[src/rtl/receiver.sv]
// receiver: 8N1 UART receive stage with mid-bit sampling, valid/ack handoff,
// framing-error pulse and sticky overrun.
module receiver #(
  parameter int CLKS_PER_BIT = 16
) (
  input  logic       clk,
  input  logic       reset,
  input  logic       RXD,
  input  logic       rx_ack,
  output logic [7:0] rx_data,
  output logic       rx_valid,
  output logic       framing_error,
  output logic       overrun,
  output logic       rd_busy
);
  localparam int CW = $clog2(CLKS_PER_BIT);
  localparam logic [CW-1:0] HALF = CW'(CLKS_PER_BIT / 2 - 1);
  localparam logic [CW-1:0] FULL = CW'(CLKS_PER_BIT - 1);
  localparam logic [CW-1:0] ONE = CW'(1);
  typedef enum logic [2:0] {IDLE, START, DATA, STOP, BREAK} state_t;
  state_t state_q, state_d;
  logic [1:0] sync_q, sync_d;
  logic [CW-1:0] cnt_q, cnt_d;
  logic [2:0] bit_q, bit_d;
  logic [7:0] shift_q, shift_d;
  logic [7:0] data_q, data_d;
  logic valid_q, valid_d;
  logic ovr_q, ovr_d;
  logic fe_q, fe_d;
  logic rxd_s;
  assign rxd_s = sync_q[1];
  always_comb begin
    sync_d  = {sync_q[0], RXD};
    state_d = state_q;
    cnt_d   = cnt_q + ONE;
    bit_d   = bit_q;
    shift_d = shift_q;
    data_d  = data_q;
    valid_d = valid_q & ~rx_ack;
    ovr_d   = ovr_q & ~(valid_q & rx_ack);
    fe_d    = 1'b0;
    case (state_q)
      IDLE: begin
        cnt_d = '0;
        bit_d = '0;
        if (!rxd_s) state_d = START;
      end
      START: if (cnt_q == HALF) begin
        cnt_d   = '0;
        state_d = rxd_s ? IDLE : DATA;
      end
      DATA: if (cnt_q == FULL) begin
        cnt_d   = '0;
        shift_d = {rxd_s, shift_q[7:1]};
        bit_d   = bit_q + 3'd1;
        if (bit_q == 3'd7) state_d = STOP;
      end
      STOP: if (cnt_q == FULL) begin
        cnt_d = '0;
        if (!rxd_s) begin
          fe_d    = 1'b1;
          state_d = BREAK;
        end else begin
          state_d = IDLE;
          // an ack on the stop-sample edge frees the holding register for this byte
          if (!valid_q || rx_ack) begin
            data_d  = shift_q;
            valid_d = 1'b1;
            ovr_d   = 1'b0;
          end else ovr_d = 1'b1;
        end
      end
      BREAK: begin
        cnt_d = '0;
        if (rxd_s) state_d = IDLE;
      end
      default: state_d = IDLE;
    endcase
  end
  always_ff @(posedge clk or negedge reset) begin
    if (!reset) begin
      state_q <= IDLE;
      sync_q  <= 2'b11;
      cnt_q   <= '0;
      bit_q   <= '0;
      shift_q <= '0;
      data_q  <= '0;
      valid_q <= 1'b0;
      ovr_q   <= 1'b0;
      fe_q    <= 1'b0;
    end else begin
      state_q <= state_d;
      sync_q  <= sync_d;
      cnt_q   <= cnt_d;
      bit_q   <= bit_d;
      shift_q <= shift_d;
      data_q  <= data_d;
      valid_q <= valid_d;
      ovr_q   <= ovr_d;
      fe_q    <= fe_d;
    end
  end
  assign rx_data       = data_q;
  assign rx_valid      = valid_q;
  assign overrun       = ovr_q;
  assign framing_error = fe_q;
  assign rd_busy       = state_q != IDLE;
endmodule

[config.mk]
export PLATFORM = sky130hd
export DESIGN_NAME = receiver
export DESIGN_NICKNAME = d
export VERILOG_FILES = /design/src/rtl/receiver.sv
export SDC_FILE = /design/constraint.sdc
export NUM_CORES = 1
export LEC_CHECK = 0
export ABC_AREA = 1
export CAP_MARGIN = 20
export CORE_MARGIN = 1.5
export CORE_UTILIZATION = 45
export DETAILED_ROUTE_END_ITERATION = 7
export GPL_TIMING_DRIVEN = 0
export PLACE_DENSITY = 0.77
export SYNTH_ARGS = -nofsm -noshare
export SYNTH_HDL_FRONTEND = slang
export SYNTH_SLANG_ARGS = --single-unit
[constraint.sdc]
create_clock -name clk -period 3.3 [get_ports clk]
set_input_delay 0.66 -clock clk [delete_from_list [all_inputs] [get_ports clk]]
set_output_delay 0.66 -clock clk [all_outputs]
set_load 0.01 [all_outputs]
==> results.txt, run 1 <==
Final hold violation count -> 0
Post-DP Area -> 1600 sq um
Sequential area share after synthesis -> 0.563
CP Launch Point -> state_q[1]
Routed Antenna Nets -> 0
Crit path arrival time -> 1.65 ns
Vias/cell -> 5.33
DIE HEIGHT -> 58.4 microns
Post-Synthesis Cells -> 143
Setup Skew -> 0.0109 ns
Vias in the first global route -> 1007
Largest net degree at the start of global routing -> 23
Setup violators final -> 0
Routability cong. -> 0.770
GR Overflow Total -> 0
Worst reg-to-reg path cell count -> 7
CTS tree -> done
DR vias -> 1055
Iter 0 DRT Violations -> 19
M2 GR Usage -> 0.276
Peak VDD IR -> 217 uV
Clk Latency, worst-skew pair -> 0.33 ns
Layout fillers -> 251
Static leakage -> 0.773 nW
Syn. warnings -> 0
Met3 usage -> 0.0462
Status -> finished clean
Layout cells sized above 1 -> 0.156
Max_cap viols -> 0
Min Tclk post-route -> 2.31 ns
Setup TNS -> 0 ns
Die Width -> 58.4 microns
Multi-input logic area -> 507 sq um
Synth cell types -> 20
Setup repair bufs after CTS -> 0
Worst Max-Slew Pin Slew -> 0.569 ns
IO Pins -> 16
Synth Cell Area -> 1380 sq um
CTS sink cnt -> 31
# nets final -> 173
Non-filler cells, final -> 198
Post-route cell area -> 1650 sq um
Crit start category -> flop
CTS Buffer Depth -> 2
First-pass GRT wire length -> 4.24 mm
Final period utilization -> 0.701
Row count -> 19
GR Util met1 -> 0.192
Initial antenna violation count -> 0
Clock-pin slew on the worst setup and hold paths -> 0.09 ns
IO buf count -> 15
Cell Pwr Density -> 530 nW/um^2
Max Slew Vio Count -> 0
Worst-path fanout max -> 6
DRC violations left -> 0
Peak Freq -> 432 MHz
Cell count after placement -> 190
CP Class -> reg -> out
Post-CTS Hold Fix Bufs -> 0
Hpwl dp -> 1.90 mm
CTS buffer count -> 5
CTS HTree Levels -> 2
Root Driver -> clkbuf_4
Reg-to-reg slack, setup -> 1.79 ns
Register area -> 778 sq um
Synthesized area per cell -> 9.67 sq um
Max-slew headroom -> 0.619
Worst R2R Start -> cnt_q[0]
Core ar. -> 2830 sq um
P&R area growth vs syn -> 19.2%
Setup crit end -> rd_busy
Gr usage total -> 0.171
Initial core utilization -> 0.489
Overall die area -> 3410 sq um
Post-synthesis register bit count -> 31
Min-Delay Path Class -> reg -> reg
Post-CTS Resized -> 0
Synthesized Nets -> 150
Routed WL -> 2.60 mm
CP Capture Type -> primary output
Drt wl/cell -> 13.1 microns
RSZ-0062 raised after global routing -> no
Antenna diodes -> 0
Req. time, crit path -> 2.64 ns
Gr busiest metal -> met2
RR Endpoint -> rx_data[6]
TritonRoute pass-1 iters -> 4
==> area by class of cell <==
| type | instances | share of cell area |
|---|---|---|
| Multi-Input combinational cell | 90 | 0.308 |
| Tap cell | 31 | 0.0235 |
| Inverter | 20 | 0.0456 |
| Clock buffer | 8 | 0.0296 |
| Sequential cell | 31 | 0.472 |
| Timing Repair Buffer | 16 | 0.108 |
| Buffer | 2 | 0.0137 |
==> registers in the layout, indices dropped and copies added, names as in the netlist <==
register and flops:
rx_data 8, shift_q 8, cnt_q 4, bit_q 3, state_q 3, sync_q 2, framing_error 1, overrun 1
rx_valid 1
==> Yosys cell counts (all sizes together) <==
cell	number	area share
dfstp	2	0.038
inv	20	0.054
buf	2	0.016
nor2	18	0.060
nand2	31	0.088
ha	3	0.027
nand3	11	0.058
o21ai	20	0.094
o31ai	1	0.0054
dfrtp	29	0.52
nor3b	1	0.0054
a22o	2	0.013
nand4	1	0.0045
a21boi	1	0.0054
a31o	1	0.0063
==> placed cells by master (no fill, tap or decap), drive strengths merged, types with 2 or more instances in the layout <==
cell,count
a22o,2
buf,3
clkbuf,8
clkdlybuf4s50,15
dfrtp,29
dfstp,2
ha,3
inv,20
nand2,31
nand3,11
nor2,18
o21ai,20
==> worst min-delay path by stage <==
stage,from,endpoint,slack [ns],cells after the start
6_report,sync_q[0],sync_q[1],0.36,0
5_1_grt,sync_q[0],sync_q[1],0.37,0
4_1_cts,sync_q[0],sync_q[1],0.36,0
3_5_place_dp,sync_q[0],sync_q[1],0.35,0
3_3_place_gp,sync_q[0],sync_q[1],0.35,0
2_1_floorplan,sync_q[0],sync_q[1],0.35,0
==> cell families (layout without fill, tap and decap cells) <==
kind of cell | Yosys count | in the layout | synth area share
AOI/OAI and AO/OA | 25 | 25 | 0.124
DFF | 31 | 31 | 0.563
buffers and inverters | 22 | 46 | 0.0706
adders and majority gates | 3 | 3 | 0.0272
and+or+nand+nor | 62 | 62 | 0.215
==> critical path, stage by stage, from the launching register on <==
cell and delay, ns:
dfrtp_1 0.45, nor2_1 0.31, nand2_1 0.08, clkdlybuf4s50_1 0.49
==> where the power goes <==
part / internal (mW) / leakage, nW / switching (mW)
Combinational: 0.0775 / 0.330 / 0.129
Clock: 0.0848 / 0.0265 / 0.126
Sequential: 0.415 / 0.416 / 0.0410
Total: 0.577 / 0.773 / 0.297
==> through the flow <==
stage               total power, mW  utilization  worst slack [ns]  hold slack [ns]
floorplan                     0.596            -              1.89            0.345
global placement              0.641        0.556              1.10            0.346
detailed placement            0.669        0.565              1.35            0.351
CTS                           0.878        0.582             0.980            0.363
global route                  0.918        0.582             0.875            0.368
finish                        0.874        0.582             0.986            0.362
==> metal layers <==
metal / part of all wire / wire length (microns)
met5: 0 / 0
met4: 0.034 / 88
met3: 0.058 / 150
met2: 0.50 / 1300
met1: 0.41 / 1050
Power figures use the tool's default switching activity.
==> run 2: changes to the inputs <==
Settings changed: PLACE_DENSITY 0.77 to 0.8.
Clock period 3.3 ns to 1.9 ns, I/O delays scaled along.
==> results.txt, run 2 (synthesis gave the netlist of run 1 again) <==
Status -> finished clean (unchanged)
TritonRoute pass-1 iters -> 4 (unchanged)
Setup Skew -> 0.0152 ns (was 0.0109 ns)
Worst Max-Slew Pin Slew -> 0.547 ns (was 0.569 ns)
Clock-pin slew on the worst setup and hold paths -> 0.08 ns (was 0.09 ns)
Max incr delay on CP -> 0.55 ns (was 0.49 ns)
CTS tree -> done (unchanged)
Peak VDD IR -> 434 uV (was 217 uV)
DIE HEIGHT -> 58.4 microns (unchanged)
CTS Buffer Depth -> 2 (unchanged)
Max_cap viols -> 0 (unchanged)
Min Tclk post-route -> 1.62 ns
Iter 0 DRT Violations -> 47 (was 19)
Static leakage -> 0.793 nW (was 0.773 nW)
Routed Antenna Nets -> 0 (unchanged)
Initial antenna violation count -> 0 (unchanged)
Hold Path Depth -> 0 (unchanged)
Core ar. -> 2830 sq um (unchanged)
# nets final -> 174 (was 173)
IO Pins -> 16 (unchanged)
Vias in the first global route -> 998 (was 1007)
Die Width -> 58.4 microns (unchanged)
Max-slew headroom -> 0.634 (was 0.619)
Worst-path fanout max -> 2 (was 6)
Cell count after placement -> 190 (unchanged)
Final period utilization -> 0.854
Initial core utilization -> 0.489 (unchanged)
First-pass GRT wire length -> 4.36 mm (was 4.24 mm)
Slowest CP cell -> clkdlybuf4s50_1 (unchanged)
Setup violators final -> 0 (unchanged)
Min-Delay Path Class -> reg -> reg (unchanged)
Root Driver -> clkbuf_4 (unchanged)
Post-CTS Hold Fix Bufs -> 0 (unchanged)
Crit path arrival time -> 1.24 ns (was 1.65 ns)
Row count -> 19 (unchanged)
CTS buffer count -> 5 (unchanged)
Setup TNS -> 0 ns (unchanged)
Max Slew Vio Count -> 0 (unchanged)
IO buf count -> 15 (unchanged)
Switch Pwr -> 0.512 mW (was 0.297 mW)
Cell Pwr Density -> 947 nW/um^2 (was 530 nW/um^2)
Logic gate share of total power -> 0.230 (was 0.237)
Hpwl dp -> 1.82 mm (was 1.90 mm)
Flop pwr share -> 0.499 (was 0.522)
Antenna diodes -> 0 (unchanged)
Int Power -> 1.09 mW (was 0.577 mW)
CP bufs+invs -> 1 (unchanged)
DRC violations left -> 0 (unchanged)
Final hold violation count -> 0 (unchanged)
DR vias -> 1034 (was 1055)
Worst reg-to-reg path cell count -> 7 (unchanged)
Layout cells sized above 1 -> 0.185 (was 0.156)
Cell family with most CP delay -> buffers and inverters (unchanged)
Crit-path cells -> clkdlybuf4s50_1 (was nor2_1 -> nand2_1 -> clkdlybuf4s50_1)
Vias/cell -> 5.20 (was 5.33)
Switching share of power -> 0.320 (was 0.339)
Most frequent cells in the layout -> nand2_1, dfrtp_1, inv_1 (unchanged)
Drt wl/cell -> 12.7 microns (was 13.1 microns)
Share of total power in the clock network -> 0.271 (was 0.242)
RSZ-0062 raised after global routing -> no (unchanged)
Routability cong. -> 0.771 (was 0.770)
Peak Freq -> 617 MHz
Largest net degree at the start of global routing -> 23 (unchanged)
CP Capture Type -> primary output (unchanged)
Routed WL -> 2.52 mm (was 2.60 mm)
WP depth -> 1 (was 3)
Gr usage total -> 0.175 (was 0.171)
Overall die area -> 3410 sq um (unchanged)
Non-filler cells, final -> 199 (was 198)
Clk Latency, worst-skew pair -> 0.33 ns (about the same)
CTS sink cnt -> 31 (unchanged)
GR Overflow Total -> 0 (unchanged)
Req. time, crit path -> 1.52 ns (was 2.64 ns)
CTS HTree Levels -> 2 (unchanged)
Crit start category -> flop (unchanged)
CP Class -> reg -> out (unchanged)
P&R area growth vs syn -> 22.0% (was 19.2%)
Most common cell after layout, fill and taps aside -> nand2_1
run 2: changes by cell type in the layout (fill, tap and decap cells not counted):
cell / change
nor2_1: -1
nor2_4: +1
clkbuf_8: +2
dfrtp_2: +1
dfrtp_1: -1
clkbuf_1: -2
dlymetal6s2s_1: +1
buf_4: +1
clkdlybuf4s50_1: -1
run 2: power by group through the flow:
stage	registers [mW]	logic, mW	clock network (mW)
2_1_floorplan	0.787	0.249	0
3_3_place_gp	0.794	0.320	0
3_5_place_dp	0.799	0.352	0
4_1_cts	0.795	0.357	0.449
5_1_grt	0.806	0.427	0.477
6_report	0.797	0.367	0.434
run 2: worst register-to-register path, cell delays in order (launching register included):
cell and delay (ns):
dfrtp_1 0.41, ha_1 0.25, nand3_4 0.17, nor2_4 0.16
nand3_4 0.13, buf_6 0.18, nand2_2 0.07, o21ai_2 0.05
run 2: path summary, 6_finish.rpt:
| kind | from | endpoint | slack (ns) |
|---|---|---|---|
| max in group asynchronous | reset | sync_q[0] | 0.92 |
| max | rx_data[6] | rx_data[6] | 0.28 |
| min in group asynchronous | reset | state_q[2] | 0.39 |
| max reg2reg | cnt_q[0] | rx_data[5] | 0.37 |
| min | sync_q[0] | sync_q[1] | 0.36 |
| min reg2reg | sync_q[0] | sync_q[1] | 0.36 |
run 2: repair_timing:
item / 4_1_cts / 5_1_grt
gates resized for setup: 2 / 2
buffers inserted: 0 / 1
endpoints found under the setup margin: 1 / 1
run 2: cell type report:
class                      instances  area, sq um
buffer                             2         22.5
clock buffer                       8         68.8
fill                             243         1140
inverter                          20         75.1
multi-input combinational         90          514
sequential                        31          779
tap                               31         38.8
timing repair buffer              17          188
run 2: layer usage:
metal / wire length, microns / vias to the layer above / track usage
met3: 143 / 8 / 0.0484
met4: 65 / 0 / 0.110
met1: 1010 / 487 / 0.210
met5: 0 / - / 0
met2: 1300 / 31 / 0.276
li1: - / 508 / -
run 2: per-stage QoR:
stage | instance area [sq um] | power [mW] | util | setup WS [ns] | hold slack (ns)
after global routing | 1690 | 1.71 | 0.596 | 0.198 | 0.365
after detailed placement | 1600 | 1.15 | 0.565 | 0.239 | 0.347
after floorplan | 1380 | 1.04 | - | 0.558 | 0.0844
after global placement | 1570 | 1.11 | 0.556 | -0.0232 | 0.346
final | 1690 | 1.60 | 0.596 | 0.278 | 0.359
after CTS | 1680 | 1.60 | 0.592 | 0.00195 | 0.361
==> run 3: changes to the inputs <==
Clock period 1.9 ns to 1.45 ns, I/O delays scaled along.
==> results.txt, run 3 (synthesis gave the netlist of run 1 again) <==
Final hold violation count -> 0 (unchanged)
DRC violations left -> 0 (unchanged)
P&R area growth vs syn -> 29.0% (was 22.0%)
Hold slack final -> 0.303 ns (was 0.359 ns)
Die Width -> 58.4 microns (unchanged)
IO Pins -> 16 (unchanged)
Non-filler cells, final -> 210 (was 199)
Switch Pwr -> 0.721 mW (was 0.512 mW)
Vias/cell -> 5.20 (about the same)
Drt wl/cell -> 13.5 microns (was 12.7 microns)
Antenna diodes -> 0 (unchanged)
Crit-path cells -> nor2_4 -> nand2_1 -> clkbuf_2 (was clkdlybuf4s50_1)
Initial antenna violation count -> 0 (unchanged)
DR vias -> 1092 (was 1034)
CTS tree -> done (unchanged)
Setup Skew -> 0.0138 ns (was 0.0152 ns)
Row count -> 19 (unchanged)
Worst reg-to-reg path cell count -> 7 (unchanged)
GR Overflow Total -> 0 (unchanged)
Crit path arrival time -> 1.14 ns (was 1.24 ns)
Max Slew Vio Count -> 0 (unchanged)
CTS Buffer Depth -> 2 (unchanged)
Share of total power in the clock network -> 0.259 (was 0.271)
Root Driver -> clkbuf_4 (unchanged)
Clk Latency, worst-skew pair -> 0.33 ns (about the same)
CP Capture Type -> primary output (unchanged)
CP Class -> reg -> out (unchanged)
Cell family with most CP delay -> flip-flops (was buffers and inverters)
Req. time, crit path -> 1.16 ns (was 1.52 ns)
Post-CTS Hold Fix Bufs -> 0 (unchanged)
Fin util -> 0.630 (was 0.596)
Iter 0 DRT Violations -> 57 (was 47)
Routed WL -> 2.84 mm (was 2.52 mm)
CTS HTree Levels -> 2 (unchanged)
DIE HEIGHT -> 58.4 microns (unchanged)
Cell count after placement -> 190 (unchanged)
Max incr delay on CP -> 0.45 ns (was 0.55 ns)
Int Power -> 1.48 mW (was 1.09 mW)
Layout cells sized above 1 -> 0.263 (was 0.185)
Routed Antenna Nets -> 0 (unchanged)
Peak Freq -> 701 MHz
Min Tclk post-route -> 1.43 ns
Largest net degree at the start of global routing -> 23 (unchanged)
CP bufs+invs -> 1 (unchanged)
Most common cell after layout, fill and taps aside -> nand2_1 (unchanged)
Initial core utilization -> 0.489 (unchanged)
Setup TNS -> 0 ns (unchanged)
Worst Max-Slew Pin Slew -> 0.551 ns (was 0.547 ns)
First-pass GRT wire length -> 4.62 mm (was 4.36 mm)
Switching share of power -> 0.327 (was 0.320)
Static leakage -> 0.899 nW (was 0.793 nW)
CTS buffer count -> 5 (unchanged)
TritonRoute pass-1 iters -> 4 (unchanged)
Met1 Wirelength -> 1.15 mm (was 1.01 mm)
Cell Pwr Density -> 1240 nW/um^2 (was 947 nW/um^2)
IO buf count -> 15 (unchanged)
CTS sink cnt -> 31 (unchanged)
WP depth -> 3 (was 1)
Gr usage total -> 0.185 (was 0.175)
Vias in the first global route -> 1042 (was 998)
Max-slew headroom -> 0.632 (was 0.634)
Flop pwr share -> 0.475 (was 0.499)
Top Metal Used -> met4 (unchanged)
Core ar. -> 2830 sq um (unchanged)
Crit start category -> flop (unchanged)
Worst-path fanout max -> 5 (was 2)
Hpwl dp -> 1.82 mm (unchanged)
Most frequent cells in the layout -> nand2_1, dfrtp_1, inv_1 (unchanged)
Min-Delay Path Class -> in -> async (was reg -> reg)
Max_cap viols -> 0 (unchanged)
Overall die area -> 3410 sq um (unchanged)
Setup violators final -> 0 (unchanged)
Metal3 WL -> 148 microns (was 143 microns)
Logic gate share of total power -> 0.266 (was 0.230)
Final period utilization -> 0.983
Metal2 WL -> 1.48 mm (was 1.30 mm)
Clock-pin slew on the worst setup and hold paths -> 0.10 ns (was 0.08 ns)
Status -> finished clean (unchanged)
RSZ-0062 raised after global routing -> yes (was no)
Slowest CP cell -> dfrtp_2 (was clkdlybuf4s50_1)
Peak VDD IR -> 596 uV (was 434 uV)
Routability cong. -> 0.771 (unchanged)
# nets final -> 185 (was 174)
run 3: cell type report:
| class | count | area [sq um] |
|---|---|---|
| Tap cell | 31 | 38.8 |
| Buffer | 2 | 26.3 |
| Inverter | 20 | 75.1 |
| Clock buffer | 8 | 68.8 |
| Sequential cell | 31 | 781 |
| Timing Repair Buffer | 28 | 262 |
| Fill cell | 235 | 1050 |
| Multi-Input combinational cell | 90 | 532 |
run 3: per-stage QoR:
stage	setup slack, ns	area [sq um]	power (mW)
final	0.0242	1780	2.20
after global routing	-0.0445	1780	2.36
after CTS	-0.103	1740	2.17
after detailed placement	-0.121	1600	1.51
after global placement	-0.383	1570	1.46
after floorplan	0.108	1380	1.36
run 3: worst paths after layout:
check,startpoint,to,slack [ns]
hold reg to reg,sync_q[0],sync_q[1],0.36
setup reg to reg,cnt_q[0],rx_data[5],0.03
hold / removal,reset,state_q[2],0.30
setup / recovery,state_q[0],rd_busy,0.02
min in group clk,sync_q[0],sync_q[1],0.36
max in group asynchronous,reset,sync_q[0],0.56
run 3: what timing repair did:
action	CTS	global route
pin swaps	1	4
setup buffers	6	6
endpoints found under the setup margin	28	16
resized for setup	18	5
run 3: power by group through the flow:
| stage | Clock, mW | Sequential (mW) | Combinational, mW |
|---|---|---|---|
| 2_1_floorplan | 0 | 1.03 | 0.326 |
| 3_5_place_dp | 0 | 1.05 | 0.461 |
| 6_report | 0.572 | 1.05 | 0.586 |
| 4_1_cts | 0.589 | 1.04 | 0.546 |
| 5_1_grt | 0.633 | 1.06 | 0.675 |
| 3_3_place_gp | 0 | 1.04 | 0.419 |
run 3: metal layers:
layer | track usage | up-vias
met2 | 0.302 | 33
met1 | 0.220 | 523
met3 | 0.0484 | 6
li1 | - | 530
met4 | 0.110 | 0
met5 | 0 | -
